File: src/rtl/life_generation_engine.sv
// rtl/life_generation_engine.sv - Game-of-Life generation engine, one cell per cycle.
// Neighbours come from the committed board; the next board is built beside it and swapped in COMMIT.
module life_generation_engine #(
  parameter int          X       = 8,
  parameter int          Y       = 8,
  parameter int          LOG2X   = 3,
  parameter int          LOG2Y   = 3,
  parameter logic [8:0]  BIRTH   = 9'b000001000,
  parameter logic [8:0]  SURVIVE = 9'b000001100,
  parameter int          GENW    = 16
) (
  input  logic                     clk,
  input  logic                     rst,
  input  logic                     load,
  input  logic [X*Y-1:0]           load_data,
  input  logic                     start,
  input  logic [GENW-1:0]          num_gens,
  input  logic                     wrap,
  output logic                     busy,
  output logic                     done,
  output logic [X*Y-1:0]           board,
  output logic [LOG2X+LOG2Y-1:0]   cell_idx,
  output logic [GENW-1:0]          gen_count,
  output logic [LOG2X+LOG2Y:0]     population
);

  localparam int N  = X * Y;
  localparam int IW = LOG2X + LOG2Y;
  localparam int PW = IW + 1;
  localparam logic [15:0] BIRTH_EXT   = 16'(BIRTH);
  localparam logic [15:0] SURVIVE_EXT = 16'(SURVIVE);

  typedef enum logic [1:0] {IDLE, SCAN, COMMIT} state_t;

  state_t           state, state_nxt;
  logic [N-1:0]     board_r, next_r;
  logic [PW-1:0]    acc, pop_r;
  logic [GENW-1:0]  remaining, gen_r;
  logic [IW-1:0]    idx_r;
  logic             wrap_r, done_r;

  logic [LOG2X-1:0] cx, xm, xp;
  logic [LOG2Y-1:0] cy, ym, yp;
  logic             xm_ok, xp_ok, ym_ok, yp_ok;
  logic [3:0]       nbr;
  logic             alive, new_cell;

  assign cx = idx_r[LOG2X-1:0];
  assign cy = idx_r[IW-1:LOG2X];
  // Power-of-two board: plain modular arithmetic gives toroidal wrap for free.
  assign xm = cx - LOG2X'(1);
  assign xp = cx + LOG2X'(1);
  assign ym = cy - LOG2Y'(1);
  assign yp = cy + LOG2Y'(1);
  assign xm_ok = wrap_r || (cx != '0);
  assign xp_ok = wrap_r || (cx != LOG2X'(X - 1));
  assign ym_ok = wrap_r || (cy != '0);
  assign yp_ok = wrap_r || (cy != LOG2Y'(Y - 1));

  always_comb begin
    nbr = 4'd0;
    nbr = nbr + {3'b0, ym_ok & xm_ok & board_r[{ym, xm}]};
    nbr = nbr + {3'b0, ym_ok &         board_r[{ym, cx}]};
    nbr = nbr + {3'b0, ym_ok & xp_ok & board_r[{ym, xp}]};
    nbr = nbr + {3'b0,         xm_ok & board_r[{cy, xm}]};
    nbr = nbr + {3'b0,         xp_ok & board_r[{cy, xp}]};
    nbr = nbr + {3'b0, yp_ok & xm_ok & board_r[{yp, xm}]};
    nbr = nbr + {3'b0, yp_ok &         board_r[{yp, cx}]};
    nbr = nbr + {3'b0, yp_ok & xp_ok & board_r[{yp, xp}]};
  end

  assign alive    = board_r[idx_r];
  assign new_cell = alive ? SURVIVE_EXT[nbr] : BIRTH_EXT[nbr];

  always_ff @(posedge clk) begin
    if (rst) state <= IDLE;
    else     state <= state_nxt;
  end

  always_comb begin
    state_nxt = state;
    case (state)
      IDLE:    if (!load && start && num_gens != '0) state_nxt = SCAN;
      SCAN:    if (idx_r == IW'(N - 1)) state_nxt = COMMIT;
      COMMIT:  state_nxt = (remaining == GENW'(1)) ? IDLE : SCAN;
      default: state_nxt = IDLE;
    endcase
  end

  always_ff @(posedge clk) begin
    if (rst) begin
      board_r   <= '0;
      next_r    <= '0;
      acc       <= '0;
      pop_r     <= '0;
      remaining <= '0;
      gen_r     <= '0;
      idx_r     <= '0;
      wrap_r    <= 1'b0;
      done_r    <= 1'b0;
    end else begin
      done_r <= 1'b0;
      case (state)
        IDLE: begin
          if (load) begin
            board_r <= load_data;
            gen_r   <= '0;
            pop_r   <= '0;
          end else if (start) begin
            if (num_gens == '0) begin
              done_r <= 1'b1;
            end else begin
              remaining <= num_gens;
              wrap_r    <= wrap;
              idx_r     <= '0;
              acc       <= '0;
            end
          end
        end
        SCAN: begin
          next_r[idx_r] <= new_cell;
          acc           <= acc + PW'(new_cell);
          idx_r         <= idx_r + IW'(1);
        end
        COMMIT: begin
          board_r   <= next_r;
          pop_r     <= acc;
          acc       <= '0;
          gen_r     <= gen_r + GENW'(1);
          remaining <= remaining - GENW'(1);
          idx_r     <= '0;
          if (remaining == GENW'(1)) done_r <= 1'b1;
        end
        default: ;
      endcase
    end
  end

  assign busy       = (state != IDLE);
  assign done       = done_r;
  assign board      = board_r;
  assign cell_idx   = idx_r;
  assign gen_count  = gen_r;
  assign population = pop_r;

endmodule

File: config.mk
export PLATFORM = sky130hd
export DESIGN_NAME = life_generation_engine
export DESIGN_NICKNAME = d
export VERILOG_FILES = /design/src/rtl/life_generation_engine.sv
export SDC_FILE = /design/constraint.sdc
export NUM_CORES = 1
export LEC_CHECK = 0
export CELL_PAD_IN_SITES_DETAIL_PLACEMENT = 0
export CELL_PAD_IN_SITES_GLOBAL_PLACEMENT = 1
export CORE_MARGIN = 2
export CORE_UTILIZATION = 40
export DETAILED_ROUTE_END_ITERATION = 10
export PLACE_DENSITY = 0.83
export SLEW_MARGIN = 10
export SYNTH_ARGS = -nofsm -noshare
export SYNTH_HDL_FRONTEND = slang
export SYNTH_SLANG_ARGS = --single-unit
File: constraint.sdc
create_clock -name clk -period 17.05 [get_ports clk]
set_input_delay 3.41 -clock clk [delete_from_list [all_inputs] [get_ports clk]]
set_output_delay 3.41 -clock clk [all_outputs]
set_load 0.05 [all_outputs]
Word level (Yosys, flattened, before mapping)
Memories as Yosys holds them, arrays and structs flattened. Cells that the tools add are included.

$lt $le $gt $ge: 11. Add/sub/neg operators: 15. Bitwise operators: 14. Reductions and logical operators: 21. Eq/ne operators: 12. Multiplexer cells: 51.

Operators with widths (number): $pmux 64 s2 (1); $bwmux 64 (1); $mux 16 (4); $mux 64 (1); $pmux 16 s2 (2); $lt 6x7->1 const B (9); $bmux 1 s6 (9); $mux 7 (4); $pmux 7 s3 (1); $mux 1 (18); $mux 6 (3); $pmux 6 s3 (1); $add 16x1->16 const B (1); $add 4x1->4 (4); $eq 16x1->1 const B (1); $logic_not 16->1 (1); $reduce_bool 16->1 (1); $sub 16x1->16 const B (1); $pmux 7 s2 (1); $and 1x1->1 (12); $ne 2x2->1 const B (6); $reduce_and 4->1 (3); $reduce_bool 3->1 (3); $add 7x1->7 (1); 23 further kinds (35).

Logic and storage cells: 136. Register bits: 184. Input bits: 85. Memories: 2. Bits in read-only memories: 32.

Memory list: (name not given) (depth 16, bits a word 1, rd ports 1, clocked after Yosys merged registers in 0, wr ports 0, RTL line 73) `assign new_cell = alive ? SURVIVE_EXT[nbr] : BIRTH_EXT[nbr];`; (name not given) (depth 16, bits a word 1, rd ports 1, clocked after Yosys merged registers in 0, wr ports 0, RTL line 73).

Depth between registers and ports, before layout
Gate-level depths: netlist (run 1).

Word-level depth: 16. Gate-level depth with buffers: 27. Depth with buffers taken out: 23.

Worst setup path before layout (run 1)
No wires, ideal clock.

Path kind: register to register. From: register idx_r[0], in the netlist cell_idx[0]. To: register next_r[48]. Slack: 10356 ps. Cell stages (with the launch flop): 22. Arrival: 6554 ps. Clock period less this slack: 6694 ps. Required time: 16909 ps. Buffers on the path: 6. Cells stage by stage: dfxtp_1 -> buf_4 -> buf_6 -> clkinv_1 -> ha_1 -> clkbuf_1 -> clkbuf_1 -> mux4_2 -> o21ai_0 -> o22ai_1 -> o32ai_1 -> fa_1 -> fa_1 -> fa_1 -> inv_1 -> ha_1 -> fa_1 -> and3_1 -> o211ai_1 -> clkbuf_1 -> clkbuf_1 -> o41ai_2.

Word-level cells in the longest chain between the ends: 15.

RTL lines: from (decl) (RTL line 39) `logic [IW-1:0] idx_r;`; from (signal assigned) (RTL line 123) `idx_r <= idx_r + IW'(1);`; $sub 3x1->3 / $reduce_bool 3->1 (equally long branches) (RTL line 51, 55); $bmux 1 s6 / $logic_or 1x1->1 (equally long branches) (RTL line 62, 55); $mux 1 (implied by the code) / $and 1x1->1 (equally long branches) (RTL line 62) `nbr = nbr + {3'b0, ym_ok & xm_ok & board_r[{ym, xm}]};`; $and 1x1->1 (RTL line 62); $add 1x1->2 (RTL line 63) `nbr = nbr + {3'b0, ym_ok & board_r[{ym, cx}]};`; $add 2x1->3 (RTL line 64) `nbr = nbr + {3'b0, ym_ok & xp_ok & board_r[{ym, xp}]};`; $add 3x1->4 (RTL line 65) `nbr = nbr + {3'b0, xm_ok & board_r[{cy, xm}]};`; $add 4x1->4 (RTL line 66) `nbr = nbr + {3'b0, xp_ok & board_r[{cy, xp}]};`; $add 4x1->4 (RTL line 67) `nbr = nbr + {3'b0, yp_ok & xm_ok & board_r[{yp, xm}]};`; $add 4x1->4 (RTL line 68) `nbr = nbr + {3'b0, yp_ok & board_r[{yp, cx}]};`; $add 4x1->4 (RTL line 69) `nbr = nbr + {3'b0, yp_ok & xp_ok & board_r[{yp, xp}]};`; $mem_v2 16x1; $mux 1 (implied by the code) (RTL line 73); $mux 1 (RTL line 73); $bwmux 64 * (RTL line 121) `next_r[idx_r] <= new_cell;`; to (signal, indexed assignment) (RTL line 121); to (decl) (RTL line 36) `logic [N-1:0] board_r, next_r;`.

Mark *: on every way between the ends. The rest lies on a longest branch, timed or not. The select of a mux whose other input is x is not followed. A chain may end at the register's enable or synchronous reset.

Final worst setup path (run 1)
From: register idx_r[0], in the netlist cell_idx[0]. To: register next_r[22].

Same word-level chain as after synthesis.

==> results of run 1 <==
[power by group through the flow]
stage | combinational [mW] | clock (mW) | sequential (mW)
detailed placement | 0.219 | 0 | 0.472
global placement | 0.217 | 0 | 0.472
floorplan | 0.117 | 0 | 0.495
finish | 0.222 | 0.404 | 0.463
CTS | 0.220 | 0.410 | 0.462
global route | 0.236 | 0.424 | 0.464
[metrics by stage]
stage,setup WS [ns],std cells,util,hold WS [ns]
after floorplan,10.36,1339,-,0.441
after global routing,8.86,1817,0.489,0.492
after detailed placement,9.48,1785,0.469,0.459
after CTS,9.45,1817,0.489,0.470
final,9.35,1817,0.489,0.467
after global placement,9.64,1785,0.469,0.455
[metal layers]
layer	global-route usage	vias to the layer above	share of wire
li1	-	5157	-
met1	0.357	5359	0.45
met2	0.388	463	0.46
met3	0.0361	54	0.068
met4	0.0749	0	0.026
met5	0	-	0
[cell usage in the layout, fill, tap and decap left out, drive strengths merged, types with 4 or more instances in the layout]
cell type / count
clkinvlp: 5
nand3: 38
nor2: 114
mux4: 31
nor2b: 9
clkbuf: 19
or3: 4
o41ai: 66
fa: 4
xnor2: 10
and3: 7
clkdlybuf4s50: 178
o21ai: 24
a22oi: 80
nand2: 124
dfxtp: 184
nor3b: 92
and2: 4
xor2: 5
or2: 4
o211ai: 6
inv: 22
nor3: 34
nand4: 14
nand3b: 13
ha: 16
clkinv: 5
nand2b: 9
buf: 17
o22ai: 7
nor4: 10
a211oi: 6
mux2i: 45
a21oi: 172
mux2: 23
[registers in the layout (all words and copies together) (netlist names)]
signal / cells
acc: 7
cell_idx: 6
state: 2
board: 64
remaining: 16
next_r: 64
done: 1
population: 7
gen_count: 16
wrap_r: 1
[area by class of cell]
cell class                 count  area [um^2]  share of cell area
multi-input combinational   1002         7230               0.518
sequential                   184         3690               0.264
timing repair buffer         195         1910               0.137
tap                          384          480              0.0344
clock buffer                  19          443              0.0317
clock inverter                13          143              0.0102
inverter                      20         75.1             0.00537
[worst paths after layout]
path / startpoint / cells past startpoint / to
setup / recovery: cell_idx[0] / 20 / next_r[22]
setup reg to reg: cell_idx[0] / 20 / next_r[22]
hold reg to reg: population[2] / 2 / population[2]
hold / removal: population[2] / 2 / population[2]
[cell families after synthesis]
kind of cell / after synthesis / share of synthesized area
DFF: 184 / 0.319
AOI/OAI and AO/OA: 390 / 0.252
buffers and inverters: 153 / 0.0591
xor gates and xnor gates: 15 / 0.0120
adders and majority gates: 20 / 0.0242
muxes: 99 / 0.122
and+or+nand+nor: 478 / 0.212
[worst max-delay path: stages (launching register included)]
cell,delay [ns]
dfxtp_4,0.41
clkinv_1,0.23
ha_2,1.16
nor3_1,0.08
mux2_2,0.31
nor4_1,0.70
a221o_1,0.29
o32ai_1,0.11
fa_1,0.48
fa_1,0.53
fa_1,0.56
inv_1,0.04
ha_1,0.22
fa_1,0.38
and3_1,0.19
o211ai_1,0.20
buf_4,0.82
nor2_4,0
buf_4,0.36
a21oi_1,0.26
o41ai_2,0.09
==> metrics.cfg, run 1 <==
[synth]
yosys_warnings=0
ys_seq_area_frac=0.319
yosys-top-cells-count=dfxtp_1, a21oi_1, nand2_1, nor2_1, clkbuf_1
synthDistinctLibCells=62
syn_area_um2=11600
synth_edf_count=0
synth_ff_type=dfxtp_1
syn_avg_cell_area_um2=8.63
yosysTopAreaCell=dfxtp_1
async_reset_ff_frac=0
yosysTopAreaCellShare=0.319
synth_area_leaders=dfxtp_1, a21oi_1, o41ai_2
synth_most_common_cell=dfxtp_1
syn_inst=1339
syn_nets=1444
synth.ff_latch_count=184

[clock_tree]
h-tree-depth=4
clk_pin_slew_ns=0.07
cts_resized=0
cts-buffers-inserted=17
cts-root-buf=clkbuf_16
clockBufferDepth=2
clock_latency_ns=0.44
hold_buffers=0
cts_sinks=184
post_cts_buffers=0
cts_tree=done

[flow_run]
max_cap_viol_count=0

[floorplan]
core_area_um2=28500
rows=62
die_area_um2=30300
initial_core_util=0.405
die_h_um=174
die_width_um=174
io_pins=180

[timing]
timing.final.crit_share=0.452
fin_skew_ns=0.0191
drv_slew=0
setup_viol=0
maxSlewHeadroom=0.241
rsz0062_at_grt=no
post-route-min-period_ns=7.70
max_freq_ghz=0.130
tightest_slew_ns=1.14
hold_violations=0
setup_tns_ns=0

[place]
port_buffers=179
place_congestion=0.893
dpl_cell_area_um2=13400
hpwl_mm=26.7

[routing]
firstDrtPassIters=7
vias=11000
drt_iter0_drc=1225
drc_errors=0
routedWlPerCell_um=21.3
vias_per_cell=6.07
wirelength_mm=38.8
ant_nets=0

[setup_path]
cp-start-kind=register
critPathRequiredTime_ns=17.33
arrival_ns=7.98
cp_max_fo=65
crit_type=register to register
end_kind=register
reg2reg_setup_slack_ns=9.35

[grt]
grt_pass1_wl_mm=60.1
grt_antenna_before_repair=0
grt_pass1_vias=10300
grt-ovfl-total=0
grt_max_degree=90
grt_usage=0.249

[cells_and_area]
final_design_area_no_fill_um2=14000
area_delta_synth_final_pct=20.9
num-fill-cells=2807
antenna_cells=0
drive_gt1_frac=0.116
nets=1525

[power]
p_total_mw=1.09
ir_worst_vdd_v=0.0000606
pwr-share-comb=0.204
clkPwrFrac=0.371
p_per_area_nw_per_um2=77.9
leakagePower_nw=4.65
p_sw_mw=0.352
internal-power_mw=0.735
switching_share=0.324
pwr-share-seq=0.425

[worst_hold_path]
hold_path.class=register to register

[status]
status=complete, no violations

Power figures use the tool's default switching activity.
==> inputs of run 2 (changes only) <==
Clock period 17.05 ns to 7.6 ns, I/O delays scaled along.
==> run 2 against run 1 <==
Clock-buffer cell count grew 2. Routed wire length grew 3.0%. Die area is the same. Critical path depth grew 1. Non-clock buffer count grew 10. Global-route usage grew 0.61 points. Final area grew 0.96%. Largest power group unchanged.
==> metrics.cfg, run 2 (synthesis results as in run 1) <==
[timing]
post-route-min-period_ns=6.85  ; -0.850 ns
hold_violations=0  ; unchanged
maxSlewHeadroom=0.211  ; -0.0297
tightest_slew_ns=1.18  ; +0.0413 ns
max_freq_ghz=0.146  ; +12%
finalWorstSetupSlack_ns=0.746  ; -8.60 ns
holdWs_ns=0.470  ; +0.00274 ns
timing.final.crit_share=0.902  ; +0.450
setup_viol=0  ; unchanged
fin_skew_ns=0.0198  ; +0.000703 ns
setup_tns_ns=0  ; unchanged
drv_slew=0  ; unchanged
rsz0062_at_grt=no

[floorplan]
die_width_um=174  ; unchanged
io_pins=180  ; unchanged
die_area_um2=30300  ; unchanged
initial_core_util=0.405  ; unchanged
rows=62  ; unchanged
core_area_um2=28500  ; unchanged
die_h_um=174  ; unchanged

[clock_tree]
cts-root-buf=clkbuf_16
cts-buffers-inserted=17  ; unchanged
clock_latency_ns=0.44  ; about the same
clockBufferDepth=2  ; unchanged
clk_pin_slew_ns=0.08  ; about the same
cts_resized=0  ; unchanged
cts_sinks=184  ; unchanged
h-tree-depth=4  ; unchanged
hold_buffers=0  ; unchanged
cts_tree=done
post_cts_buffers=0  ; unchanged

[place]
post-place-ws_ns=0.778  ; -8.70 ns
place_congestion=0.911  ; +2.0%
hpwl_mm=27.3  ; +2.3%
dpl.cell_count=1795  ; +0.56%
port_buffers=179  ; unchanged
dpl_cell_area_um2=13500  ; +0.75%

[grt]
use_met3=0.0418  ; +0.00569
grt_max_degree=82  ; -8.9%
grt_usage=0.255  ; +0.00612
grt_pass1_wl_mm=61.1  ; +1.6%
met1_usage=0.363  ; +0.00606
grt_antenna_before_repair=0  ; unchanged
grt_pass1_vias=10300  ; -0.039%
top_usage_layer=met2
grt-ovfl-total=0  ; unchanged
use_met2=0.397  ; +0.00913

[setup_path]
cpPeakStageDelay_ns=0.89  ; -0.27 ns
arrival_ns=7.12  ; -0.86 ns
critical_path.slowest_cell=ha_2
cp-start-kind=register
rr_startpoint=cell_idx[0]
critPathMostFrequentCell=fa_1
worstPathCellList=clkinv_1 -> ha_2 -> buf_4 -> nor3b_1 -> mux2i_1 -> nand4_1 -> mux4_2 -> nor3_1 -> a31oi_1 -> fa_1 -> fa_1 -> fa_1 -> inv_1 -> ha_1 -> fa_1 -> and3_1 -> o211ai_1 -> nor2_4 -> buf_12 -> a21oi_1 -> o41ai_2
critPathRequiredTime_ns=7.87  ; -9.46 ns
reg2regPathDepth=21  ; +5.0%
reg2reg_setup_slack_ns=0.75  ; -8.60 ns
end_kind=register
r2r-end=next_r[13]
cp_max_fo=45  ; -31%
crit_type=register to register

[cells_and_area]
final_design_area_no_fill_um2=14100  ; +0.96%
nets=1535  ; +0.66%
post-route-util=0.494  ; +0.00469
final_cell_count_no_fill=1827  ; +0.55%
layout.cells.most_common=dfxtp_1
layout_common_cells=dfxtp_1, clkdlybuf4s50_1, a21oi_1
drive_gt1_frac=0.121  ; +0.00543
area_delta_synth_final_pct=22.0
antenna_cells=0  ; unchanged

[routing]
drt_iter0_drc=1128  ; -7.9%
firstDrtPassIters=5  ; -2
vias=11100  ; +0.73%
drc_errors=0  ; unchanged
vias_per_cell=6.08  ; +0.17%
wirelength_mm=39.9  ; +3.0%
routedWlPerCell_um=21.9  ; +2.4%
ant_nets=0  ; unchanged

[worst_hold_path]
min_to=population[5]
hold_depth=2  ; unchanged
hp-start=population[5]
hold_path.class=register to register

[power]
ir_worst_vdd_v=0.000138  ; +130%
p_per_area_nw_per_um2=177  ; +130%
leakagePower_nw=4.74  ; +1.8%
p_total_mw=2.50  ; +130%

[flow_run]
max_cap_viol_count=0  ; unchanged

[status]
status=complete, no violations

run 2: changes by cell type in the layout (fill, tap and decap cells not counted), moves of 2 or more:
cell,previous run,this run
clkinvlp_4,5,2
bufinv_16,1,3
buf_12,0,2
inv_8,4,2
buf_4,17,25
inv_6,0,3
run 2: final cells by class:
class,instances,area [um^2]
Fill cell,2781,14400
Multi-Input combinational cell,1002,7230
Sequential cell,184,3690
Timing Repair Buffer,205,2010
Tap cell,384,480
Clock buffer,21,460
Clock inverter,11,159
Inverter,20,75.1
run 2: where the power goes:
group | internal [mW] | total (mW) | switching (mW) | leakage (nW)
registers | 0.990 | 1.04 | 0.0474 | 1.50
clock network | 0.544 | 0.959 | 0.416 | 0.299
logic | 0.190 | 0.503 | 0.313 | 2.94
run 2: worst max path at each step:
stage                      startpoint         end  depth (start not counted)
final                     cell_idx[0]  next_r[13]                         21
after CTS                 cell_idx[0]  next_r[13]                         21
after global placement    cell_idx[0]  next_r[21]                         21
after floorplan           cell_idx[0]  next_r[48]                         21
after global routing      cell_idx[0]  next_r[35]                         21
after detailed placement  cell_idx[0]  next_r[27]                         21
run 2: critical path: cells and delay by family (launching register included):
family	cells	cell delay [ns]
AO/OA/AOI/OAI	4	0.81
adder cells (fa/ha/maj)	6	3.06
multiplexers	2	0.66
flip-flops	1	0.34
buffers and inverters	4	0.87
AND/OR/NAND/NOR	5	0.88
run 2: routing by layer:
| layer | part of all wire | vias to the layer above |
|---|---|---|
| met1 | 0.45 | 5488 |
| met2 | 0.46 | 404 |
| met3 | 0.064 | 49 |
| li1 | - | 5172 |
| met4 | 0.023 | 0 |
| met5 | 0 | - |
==> inputs of run 3 (changes only) <==
Settings changed: CORE_UTILIZATION 40 to 30, PLACE_DENSITY 0.83 to 0.66, SLEW_MARGIN 10 to 20.
==> run 3 against run 2 <==
Core utilization is 12 points lower. Sequential cell count stayed put. Power is 0.39% higher. Combinational power hardly changed. Worst setup slack worse by 0.038 ns. Fmax is 0.55% lower. Critical path type unchanged. Non-clock buffer count is 1 lower. Via count is 0.95% lower. Die area is 33% higher.
==> metrics.cfg, run 3 (synthesis results as in run 1) <==
[floorplan]
initial_core_util=0.305  ; -0.0995
die_area_um2=40100  ; +33%
die_width_um=200  ; +15%
io_pins=180  ; unchanged
rows=71  ; +15%
die_h_um=200  ; +15%
core_area_um2=37800  ; +33%

[power]
p_total_mw=2.51  ; +0.39%
p_per_area_nw_per_um2=176  ; -0.70%
leakagePower_nw=4.72  ; -0.29%
ir_worst_vdd_v=0.000121  ; -13%

[cells_and_area]
antenna_cells=0  ; unchanged
post-route-util=0.377  ; -0.117
multiInputGateArea_um2=7240  ; about the same
final_cell_count_no_fill=1953  ; +6.9%
num-fill-cells=3906  ; +40%
ff_latch_area_um2=3690  ; unchanged
layout_common_cells=dfxtp_1, clkdlybuf4s50_1, a21oi_1
layout.cells.most_common=dfxtp_1
drive_gt1_frac=0.123  ; +0.00147
area_delta_synth_final_pct=23.4
final_design_area_no_fill_um2=14300  ; +1.1%
nets=1534  ; -0.065%

[timing]
timing.final.crit_share=0.907  ; +0.00496
setup_tns_ns=0  ; unchanged
max_freq_ghz=0.145  ; -0.55%
holdWs_ns=0.468  ; -0.00194 ns
hold_violations=0  ; unchanged
maxSlewHeadroom=0.237  ; +0.0263
finalWorstSetupSlack_ns=0.708  ; -0.0377 ns
rsz0062_at_grt=no
tightest_slew_ns=1.14  ; -0.0393 ns
post-route-min-period_ns=6.89  ; +0.0377 ns
setup_viol=0  ; unchanged
drv_slew=0  ; unchanged
fin_skew_ns=0.0197  ; -0.000108 ns

[setup_path]
cp-start-kind=register
reg2reg_setup_slack_ns=0.71  ; -0.04 ns
rr_startpoint=cell_idx[0]
r2r-end=next_r[28]
critPathRequiredTime_ns=7.91  ; +0.04 ns
crit_type=register to register
end_kind=register
reg2regPathDepth=18  ; -14%
cp_max_fo=64  ; +42%
arrival_ns=7.20  ; +0.08 ns

[clock_tree]
post_cts_buffers=0  ; unchanged
cts_tree=done
hold_buffers=0  ; unchanged
clock_latency_ns=0.46  ; +0.02 ns
cts-buffers-inserted=17  ; unchanged
h-tree-depth=4  ; unchanged
clk_pin_slew_ns=0.08  ; about the same
clockBufferDepth=2  ; unchanged
cts-root-buf=clkbuf_16
cts_sinks=184  ; unchanged
cts_resized=0  ; unchanged

[routing]
drc_errors=0  ; unchanged
routedWlPerCell_um=22.4  ; +2.5%
vias_per_cell=5.64  ; -7.3%
wirelength_mm=43.8  ; +9.6%
ant_nets=0  ; unchanged
firstDrtPassIters=5  ; unchanged
vias=11000  ; -0.95%
drt_iter0_drc=1013  ; -10%

[worst_hold_path]
hold_path.class=register to register
hp-start=population[5]
min_to=population[5]
hold_depth=2  ; unchanged

[place]
hpwl_mm=30.1  ; +10%
post-place-ws_ns=0.779  ; +0.000911 ns
port_buffers=179  ; unchanged
dpl.cell_count=1921  ; +7.0%
place_congestion=0.903  ; -0.88%
dpl_cell_area_um2=13600  ; +1.1%

[grt]
grt_antenna_before_repair=0  ; unchanged
grt_pass1_wl_mm=67.1  ; +9.7%
grt_max_degree=99  ; +21%
grt_usage=0.215  ; -0.0401
grt_pass1_vias=10500  ; +2.3%
grt-ovfl-total=0  ; unchanged

[status]
status=complete, no violations

[flow_run]
max_cap_viol_count=0  ; unchanged

==> run 3: cell types whose count changed in the layout (fill, tap and decap cells not counted), moves of 2 or more <==
cell	delta
bufinv_16	-2
clkbuf_1	-2
clkbuf_8	-2
clkinv_8	+5
inv_6	-3
inv_8	+2
==> run 3: worst max path at each step <==
stage	slack, ns	endpoint	start
after floorplan	0.91	next_r[48]	cell_idx[0]
after global placement	0.81	acc[6]	cell_idx[0]
after detailed placement	0.78	next_r[45]	cell_idx[0]
after CTS	0.74	next_r[45]	cell_idx[0]
after global routing	0.33	next_r[44]	cell_idx[0]
final	0.71	next_r[28]	cell_idx[0]
==> run 3: worst max-delay path, cell delays in order (launching register included) <==
cell and delay [ns]:
dfxtp_4 0.35, clkinv_1 0.17, ha_2 0.87, mux4_2 0.59, o21ai_0 0.52, o22ai_1 0.23
o32ai_1 0.34, fa_1 0.50, fa_1 0.52, fa_1 0.55, inv_1 0.04, ha_1 0.21
fa_1 0.38, and3_1 0.18, o211ai_1 0.41, nor2_4 0.04, buf_4 0.33, a21oi_1 0.30
o41ai_2 0.10
==> run 3: where the power goes <==
| part | leakage, nW | switching, mW | total (mW) | internal [mW] |
|---|---|---|---|---|
| clock | 0.294 | 0.484 | 0.963 | 0.479 |
| sequential | 1.50 | 0.0533 | 1.04 | 0.990 |
| combinational | 2.93 | 0.314 | 0.504 | 0.189 |
| total | 4.72 | 0.851 | 2.51 | 1.66 |
==> run 3: final cells by class <==
class | instances | share of cell area
Multi-Input combinational cell | 1002 | 0.508
Sequential cell | 184 | 0.259
Tap cell | 511 | 0.0448
Clock buffer | 17 | 0.0298
Clock inverter | 15 | 0.0143
Timing Repair Buffer | 204 | 0.140
Inverter | 20 | 0.00526
==> run 3: per-layer routing <==
metal  track usage  part of all wire  routed length [um]
met1         0.306              0.47               20800
met2         0.337              0.45               19900
met3        0.0280             0.046                2010
met4        0.0709             0.025                1090
met5             0                 0                   0
